File: src/rtl/thumb_prefetch_if.sv
// thumb_prefetch_if
//   Bundles the fetch-memory, redirect and core-side halfword signals of
//   thumb_prefetch_buf.
//   master : prefetch buffer view (drives mem_req/mem_addr and the halfword stream)
//   slave  : environment view (memory + core + redirect source)
//   Signals:
//     mem_req/mem_addr/mem_ack/mem_rdata   word fetch request/response
//     br_valid/br_target                   fetch redirect
//     inst_hw/hw_addr/hw_valid/hw_ready    halfword stream towards the core
//     hw_wide/hw_next                      only when THUMB_WIDE_PAIR_EN is defined
interface thumb_prefetch_if;
    logic        mem_req;
    logic [31:0] mem_addr;
    logic        mem_ack;
    logic [31:0] mem_rdata;
    logic        br_valid;
    logic [31:0] br_target;
    logic [15:0] inst_hw;
    logic [31:0] hw_addr;
    logic        hw_valid;
    logic        hw_ready;
`ifdef THUMB_WIDE_PAIR_EN
    logic        hw_wide;
    logic [15:0] hw_next;

    modport master (
        output mem_req, mem_addr, inst_hw, hw_addr, hw_valid, hw_wide, hw_next,
        input  mem_ack, mem_rdata, br_valid, br_target, hw_ready
    );
    modport slave (
        input  mem_req, mem_addr, inst_hw, hw_addr, hw_valid, hw_wide, hw_next,
        output mem_ack, mem_rdata, br_valid, br_target, hw_ready
    );
`else
    modport master (
        output mem_req, mem_addr, inst_hw, hw_addr, hw_valid,
        input  mem_ack, mem_rdata, br_valid, br_target, hw_ready
    );
    modport slave (
        input  mem_req, mem_addr, inst_hw, hw_addr, hw_valid,
        output mem_ack, mem_rdata, br_valid, br_target, hw_ready
    );
`endif
endinterface

File: src/rtl/thumb_prefetch_buf.sv
// thumb_prefetch_buf
//   Instruction prefetch buffer for arm_core. Fetches aligned 32-bit words
//   (one request outstanding at a time), splits them into Thumb halfwords in
//   a DEPTH-entry FIFO and hands the head halfword to the core with a
//   valid/ready handshake. A redirect flushes the FIFO; a request already in
//   flight is completed and its data dropped (DRAIN) before the new target
//   is fetched.
//   Ports:
//     clk   clock, rising edge
//     rst   synchronous active-high reset
//     bus   thumb_prefetch_if.master (memory, redirect and halfword stream)
//   Parameters:
//     DEPTH       halfword FIFO entries (power of 2, >= 4)
//     RESET_ADDR  byte address of the first fetch after reset
//   Build option:
//     THUMB_WIDE_PAIR_EN  when defined, adds hw_wide/hw_next; a 32-bit Thumb-2
//                         head is only offered once both halves are buffered
//                         and is consumed as a pair.
//
//   state | meaning
//   IDLE  | no request outstanding; waits for >= 2 free slots
//   REQ   | fetch of mem_addr outstanding; data is pushed on mem_ack
//   DRAIN | stale fetch outstanding after a redirect; data dropped on mem_ack
module thumb_prefetch_buf #(
    parameter int          DEPTH      = 4,
    parameter logic [31:0] RESET_ADDR = 32'h0
) (
    input  logic             clk,
    input  logic             rst,
    thumb_prefetch_if.master bus
);
    localparam int PW = $clog2(DEPTH);
    localparam int CW = PW + 1;
    // Highest count that still leaves room for a full word (2 halfwords).
    localparam logic [CW-1:0] ROOM_MAX = CW'(DEPTH - 2);

    typedef enum logic [1:0] {
        IDLE  = 2'd0,
        REQ   = 2'd1,
        DRAIN = 2'd2
    } state_t;

    state_t        state_q, state_d;
    logic [15:0]   fifo_q [DEPTH];
    logic [PW-1:0] rd_ptr_q, wr_ptr_q;
    logic [CW-1:0] count_q, count_d;
    logic [31:0]   mem_addr_q, hw_addr_q, br_tgt_q;
    logic          skip_q;
    logic [15:0]   last_hw_q;

    logic [15:0]   head, inst_hw_w;
    logic          hw_valid;
    logic          push, pop;
    logic [CW-1:0] push_cnt, pop_cnt;
    logic [PW-1:0] pop_step;
    logic [31:0]   addr_step;

    assign head      = fifo_q[rd_ptr_q];
    // When empty the core keeps seeing the last halfword it consumed.
    assign inst_hw_w = (count_q != '0) ? head : last_hw_q;

`ifdef THUMB_WIDE_PAIR_EN
    logic head_wide;
    // 11101, 11110, 11111 in [15:11] start a 32-bit Thumb-2 instruction.
    assign head_wide   = (inst_hw_w[15:13] == 3'b111) && (inst_hw_w[12:11] != 2'b00);
    assign bus.hw_wide = head_wide;
    assign bus.hw_next = fifo_q[rd_ptr_q + PW'(1)];
`endif

    always_comb begin
        hw_valid  = (count_q != '0);
        pop_step  = PW'(1);
        addr_step = 32'd2;
`ifdef THUMB_WIDE_PAIR_EN
        if (head_wide) begin
            hw_valid  = (count_q >= CW'(2));
            pop_step  = PW'(2);
            addr_step = 32'd4;
        end
`endif
        // A redirect overrides any push or pop in the same cycle.
        push     = (state_q == REQ) && bus.mem_ack && !bus.br_valid;
        pop      = hw_valid && bus.hw_ready && !bus.br_valid;
        push_cnt = '0;
        if (push) begin
            push_cnt = skip_q ? CW'(1) : CW'(2);
        end
        pop_cnt = '0;
        if (pop) begin
            pop_cnt = CW'(pop_step);
        end
        count_d = count_q + push_cnt - pop_cnt;
    end

    always_comb begin
        state_d = state_q;
        case (state_q)
            IDLE: begin
                if (bus.br_valid || (count_q <= ROOM_MAX)) begin
                    state_d = REQ;
                end
            end
            REQ: begin
                if (bus.br_valid) begin
                    // An ack in the redirect cycle closes the old request, so the
                    // new one can go out immediately; otherwise wait it out.
                    state_d = bus.mem_ack ? REQ : DRAIN;
                end else if (bus.mem_ack) begin
                    state_d = (count_d <= ROOM_MAX) ? REQ : IDLE;
                end
            end
            DRAIN: begin
                if (bus.mem_ack) begin
                    state_d = REQ;
                end
            end
            default: state_d = IDLE;
        endcase
    end

    always_ff @(posedge clk) begin
        if (rst) begin
            state_q    <= IDLE;
            rd_ptr_q   <= '0;
            wr_ptr_q   <= '0;
            count_q    <= '0;
            mem_addr_q <= RESET_ADDR & ~32'd3;
            hw_addr_q  <= RESET_ADDR;
            br_tgt_q   <= RESET_ADDR;
            skip_q     <= RESET_ADDR[1];
            last_hw_q  <= '0;
        end else begin
            state_q <= state_d;
            count_q <= count_d;
            if (pop) begin
                rd_ptr_q  <= rd_ptr_q + pop_step;
                hw_addr_q <= hw_addr_q + addr_step;
                last_hw_q <= head;
            end
            if (push) begin
                wr_ptr_q   <= wr_ptr_q + PW'(push_cnt);
                mem_addr_q <= mem_addr_q + 32'd4;
                skip_q     <= 1'b0;
            end
            if ((state_q == DRAIN) && bus.mem_ack) begin
                mem_addr_q <= br_tgt_q & ~32'd3;
            end
            if (bus.br_valid) begin
                rd_ptr_q  <= '0;
                wr_ptr_q  <= '0;
                count_q   <= '0;
                hw_addr_q <= bus.br_target & ~32'd1;
                skip_q    <= bus.br_target[1];
                br_tgt_q  <= bus.br_target;
                // mem_addr must stay stable while a request is still open.
                if ((state_q == IDLE) || bus.mem_ack) begin
                    mem_addr_q <= bus.br_target & ~32'd3;
                end
            end
        end
    end

    // Storage needs no reset: entries are only read once count covers them.
    always_ff @(posedge clk) begin
        if (!rst && push) begin
            if (skip_q) begin
                fifo_q[wr_ptr_q] <= bus.mem_rdata[31:16];
            end else begin
                fifo_q[wr_ptr_q]          <= bus.mem_rdata[15:0];
                fifo_q[wr_ptr_q + PW'(1)] <= bus.mem_rdata[31:16];
            end
        end
    end

    assign bus.mem_req  = (state_q != IDLE);
    assign bus.mem_addr = mem_addr_q;
    assign bus.inst_hw  = inst_hw_w;
    assign bus.hw_addr  = hw_addr_q;
    assign bus.hw_valid = hw_valid;

endmodule
File: src/flat_wrapper.sv
// flat-port wrapper written by rule: the top's interface ports become plain ports
module thumb_prefetch_buf_flat 
#(
    parameter int          DEPTH      = 4,
    parameter logic [31:0] RESET_ADDR = 32'h0
)
  (clk, rst, bus_mem_req, bus_mem_addr, bus_inst_hw, bus_hw_addr, bus_hw_valid, bus_mem_ack, bus_mem_rdata, bus_br_valid, bus_br_target, bus_hw_ready);
  thumb_prefetch_if bus_i ();
  input  logic clk;
  input  logic rst;
  output wire logic [$bits(bus_i.mem_req)-1:0] bus_mem_req;
  output wire logic [$bits(bus_i.mem_addr)-1:0] bus_mem_addr;
  output wire logic [$bits(bus_i.inst_hw)-1:0] bus_inst_hw;
  output wire logic [$bits(bus_i.hw_addr)-1:0] bus_hw_addr;
  output wire logic [$bits(bus_i.hw_valid)-1:0] bus_hw_valid;
  input wire logic [$bits(bus_i.mem_ack)-1:0] bus_mem_ack;
  input wire logic [$bits(bus_i.mem_rdata)-1:0] bus_mem_rdata;
  input wire logic [$bits(bus_i.br_valid)-1:0] bus_br_valid;
  input wire logic [$bits(bus_i.br_target)-1:0] bus_br_target;
  input wire logic [$bits(bus_i.hw_ready)-1:0] bus_hw_ready;
  assign bus_mem_req = bus_i.mem_req;
  assign bus_mem_addr = bus_i.mem_addr;
  assign bus_inst_hw = bus_i.inst_hw;
  assign bus_hw_addr = bus_i.hw_addr;
  assign bus_hw_valid = bus_i.hw_valid;
  assign bus_i.mem_ack = bus_mem_ack;
  assign bus_i.mem_rdata = bus_mem_rdata;
  assign bus_i.br_valid = bus_br_valid;
  assign bus_i.br_target = bus_br_target;
  assign bus_i.hw_ready = bus_hw_ready;
  thumb_prefetch_buf #(.DEPTH(DEPTH), .RESET_ADDR(RESET_ADDR)) u_core (.clk(clk), .rst(rst), .bus(bus_i));
endmodule
File: config.mk
export PLATFORM = sky130hd
export DESIGN_NAME = thumb_prefetch_buf_flat
export DESIGN_NICKNAME = d
export VERILOG_FILES = /design/src/rtl/thumb_prefetch_if.sv /design/src/rtl/thumb_prefetch_buf.sv /design/src/flat_wrapper.sv
export SDC_FILE = /design/constraint.sdc
export NUM_CORES = 1
export LEC_CHECK = 0
export ABC_CLOCK_PERIOD_IN_PS = 3100
export CORE_MARGIN = 4
export CORE_UTILIZATION = 45
export DETAILED_ROUTE_END_ITERATION = 8
export GPL_TIMING_DRIVEN = 1
export PLACE_DENSITY_LB_ADDON = 0.12
export SYNTH_ARGS = -nofsm -noshare
export SYNTH_HDL_FRONTEND = slang
export SYNTH_SLANG_ARGS = --single-unit
File: constraint.sdc
create_clock -name clk -period 3.1 [get_ports clk]
set_input_delay 0.62 -clock clk [delete_from_list [all_inputs] [get_ports clk]]
set_output_delay 0.62 -clock clk [all_outputs]
set_load 0.005 [all_outputs]
==> impl_metrics.tcl <==
set metrics [dict create \
    status "completed" \
    cts_buffers 17 \
    areaGrowthSynthToFinish_pct 25.60 \
    ir_drop_mv 0.3704 \
    drv_slew 0 \
    path_class "reg2out" \
    slowest_delay_ns 0.58 \
    synth_top_family_by_area "simple AND/OR/NAND/NOR gates" \
    fin_nets 1154 \
    cp.required_ns 2.48 \
    synth.area.mux_share_pct 14.99 \
    hold-path-cell-count 2 \
    holdBufCountCts 0 \
    routed_wl_um 24360 \
    dp_hpwl_um 17110 \
    path_depth 5 \
    synth_edf_count 64 \
    synth_cell_types 66 \
    fin_cells 1361 \
    synth_compound_area_share_pct 9.438 \
    worst_pin_slew_ns 0.7446 \
    drive_gt1_share_pct 15.49 \
    die_y_um 152.1 \
    hold_viol 0 \
    ant_nets 0 \
    globalplace.congestion 0.8048 \
    setup_viol 0 \
    reg2reg_depth 13 \
    r2r_start "u_core.count_q[2]" \
    dieArea_um2 23140 \
    ys_async_sr_fraction_pct 0 \
    first_iter_violations 375 \
    cts_tree "built" \
    rsz0062_at_grt "no" \
    whs_ns 0.4564 \
    viasPerCell 5.410 \
    path_cells "buf_4 -> mux4_2 -> nand2_1 -> nand2_1 -> clkdlybuf4s50_1" \
    worstHoldStart "u_core.last_hw_q[7]" \
    crit_buf_inv 2 \
    clockBufferDepth 2 \
    grt_pass1_wl_um 39130 \
    power.density_nw_per_um2 483.6 \
    drv_cap 0 \
    min_path_type "reg2reg" \
    path_max_fanout 16 \
    cts_resized 0 \
    gr-usage-all-layers_pct 20.92 \
    relSlewSlack_pct 50.36 \
    grt_max_degree 58 \
    htree_num_levels 4 \
    cts_setup_buffers 0 \
    portBuffers 148 \
    cpMostUsedCell "nand2_1" \
    synth_top_cell_by_area "dfxtp_1" \
    start_util_pct 46.04 \
    grt_antenna_before_repair 0 \
    synthAdderAreaFrac_pct 1.017 \
    critPathSlowestCell "mux4_2" \
    cp-start-kind "flop" \
    cp_top_family "buffers and inverters" \
    cts.sinks 185 \
    nFillCells 1843 \
    vias 7363 \
    antenna_cells 0 \
    leakage_uw 0.004297 \
    yosysWarnings 0 \
    row_count 52 \
    synth_xor_xnor_area_share_pct 5.435 \
    fin_crit_ns 2.872 \
    netlist_instances 941 \
    placed_cells 1329 \
    tns_ns 0 \
    overflow 0 \
    syn-num-nets 1017 \
    clock_skew_ns 0.01351 \
    routedWlPerCell_um 17.90 \
    end_kind "primary output" \
    first_pass_iters 5 \
    max_freq_mhz 348.1 \
    grt_pass1_vias 7172 \
    boundaryPins 151 \
    netlist_top_cells_area "dfxtp_1, edfxtp_1, mux2_2" \
    min_period_over_period_pct 92.66 \
    clk_pin_slew_worst_paths_ns 0.07 \
    crit_arrival_ns 2.25 \
    clk_latency_ns 0.44 \
    avgSynthCellArea_um2 9.932 \
    ys_seq_area_share_pct 46.48 \
    yosys.area_share.simple_pct 18.61 \
    die_w_um 152.1 \
    synth_top_area_share_pct 25.92 \
    ys_seq_elements 185 \
    drcViolationCount 0 \
    root_buffer "clkbuf_16" \
    coreArea_um2 20300 \
    yosys_most_used_dff "dfxtp_1" \
    synthesis.area_um2 9346 \
]
flip-flops by register name, summed over array words and instances, names as in the netlist, named ones only:
signal and cells:
u_core.wr_ptr_q 2, u_core.last_hw_q 16, u_core.state_q 2, u_core.bus.hw_addr 31
u_core.rd_ptr_q 2, u_core.br_tgt_q 30, u_core.skip_q 1, u_core.fifo_q 64
u_core.count_q 3, u_core.bus.mem_addr 32
final cells by class:
| cell class | count | area (um2) | area share [%] |
|---|---|---|---|
| Multi-Input combinational cell | 665 | 4639 | 39.52 |
| Sequential cell | 185 | 4344 | 37.01 |
| Timing Repair Buffer | 179 | 1709 | 14.56 |
| Clock buffer | 17 | 425.4 | 3.624 |
| Tap cell | 270 | 337.8 | 2.878 |
| Clock inverter | 15 | 170.2 | 1.450 |
| Inverter | 30 | 112.6 | 0.9593 |
cell usage after synthesis, types with 6 or more instances:
cell type / instances
inv_1: 28
buf_2: 6
a31oi_1: 6
dfxtp_1: 121
nor4_2: 8
and3_1: 21
mux2i_1: 32
o21a_1: 16
o21ai_0: 17
or3_1: 10
xnor2_1: 24
mux2_2: 63
clkbuf_1: 47
nand3_1: 19
nor2b_1: 6
nand2b_1: 7
a21oi_1: 64
xor2_1: 34
nand2_1: 127
nor3_1: 22
ha_1: 6
mux4_2: 16
nand4_1: 18
o22ai_1: 19
edfxtp_1: 64
nor2_1: 67
tightest hold or removal path, cell delays in order (launching register included):
cell	delay [ns]
dfxtp_1	0.31
nand2_1	0.05
a21oi_1	0.05
stage by stage:
| step | total power [uW] | cell area, um2 | worst slack, ns | util (%) |
|---|---|---|---|---|
| after floorplan | 3116 | 9346 | 0.01019 | - |
| after global placement | 3512 | 11140 | 0.05797 | 54.89 |
| after detailed placement | 3517 | 11140 | 0.01273 | 54.89 |
| after CTS | 5730 | 11740 | 0.1695 | 57.83 |
| after global routing | 5912 | 11740 | 0.07452 | 57.83 |
| final | 5677 | 11740 | 0.2276 | 57.83 |
final timing paths:
check	to	slack (ns)
setup / recovery	bus_inst_hw[8]	0.23
hold / removal	u_core.last_hw_q[7]	0.46
setup reg to reg	u_core.state_q[0]	0.56
hold reg to reg	u_core.last_hw_q[7]	0.46
layer usage:
layer / vias to the layer above / track usage [%] / share of wire, %
met1: 3519 / 26.17 / 42
met4: 0 / 5.394 / 1.5
li1: 3640 / - / -
met3: 22 / 3.498 / 4.4
met5: - / 0 / 0
met2: 182 / 37.57 / 52
power by group:
group,switching (uW),total (uW),leakage (uW),internal (uW)
registers,101,2710,0.00157,2610
logic,348,752,0.00243,403
clock network,1060,2220,0.000297,1160
cell families after synthesis:
| logic type | after synthesis |
|---|---|
| DFF | 185 |
| buffers and inverters | 91 |
| other | 1 |
| xor gates and xnor gates | 58 |
| adders and majority gates | 7 |
| AOI/OAI and AO/OA | 147 |
| and+or+nand+nor | 340 |
| muxes | 112 |
layout by cell type, fill, tap and decap left out, types with 7 or more instances in the layout:
master,instances
o21ai_0,17
inv_8,9
inv_1,28
o22ai_1,19
nand2b_1,7
nor3_1,21
or3_1,10
nand4_1,18
nand2_1,127
a21oi_1,64
mux2_2,63
dfxtp_1,121
nand3_1,19
xor2_1,34
and3_1,21
nor4_2,8
xnor2_1,24
o21a_1,16
mux2i_1,32
edfxtp_1,64
mux4_2,16
buf_4,33
clkdlybuf4s50_1,146
clkbuf_16,17
nor2_1,67
Power figures use the tool's default switching activity.
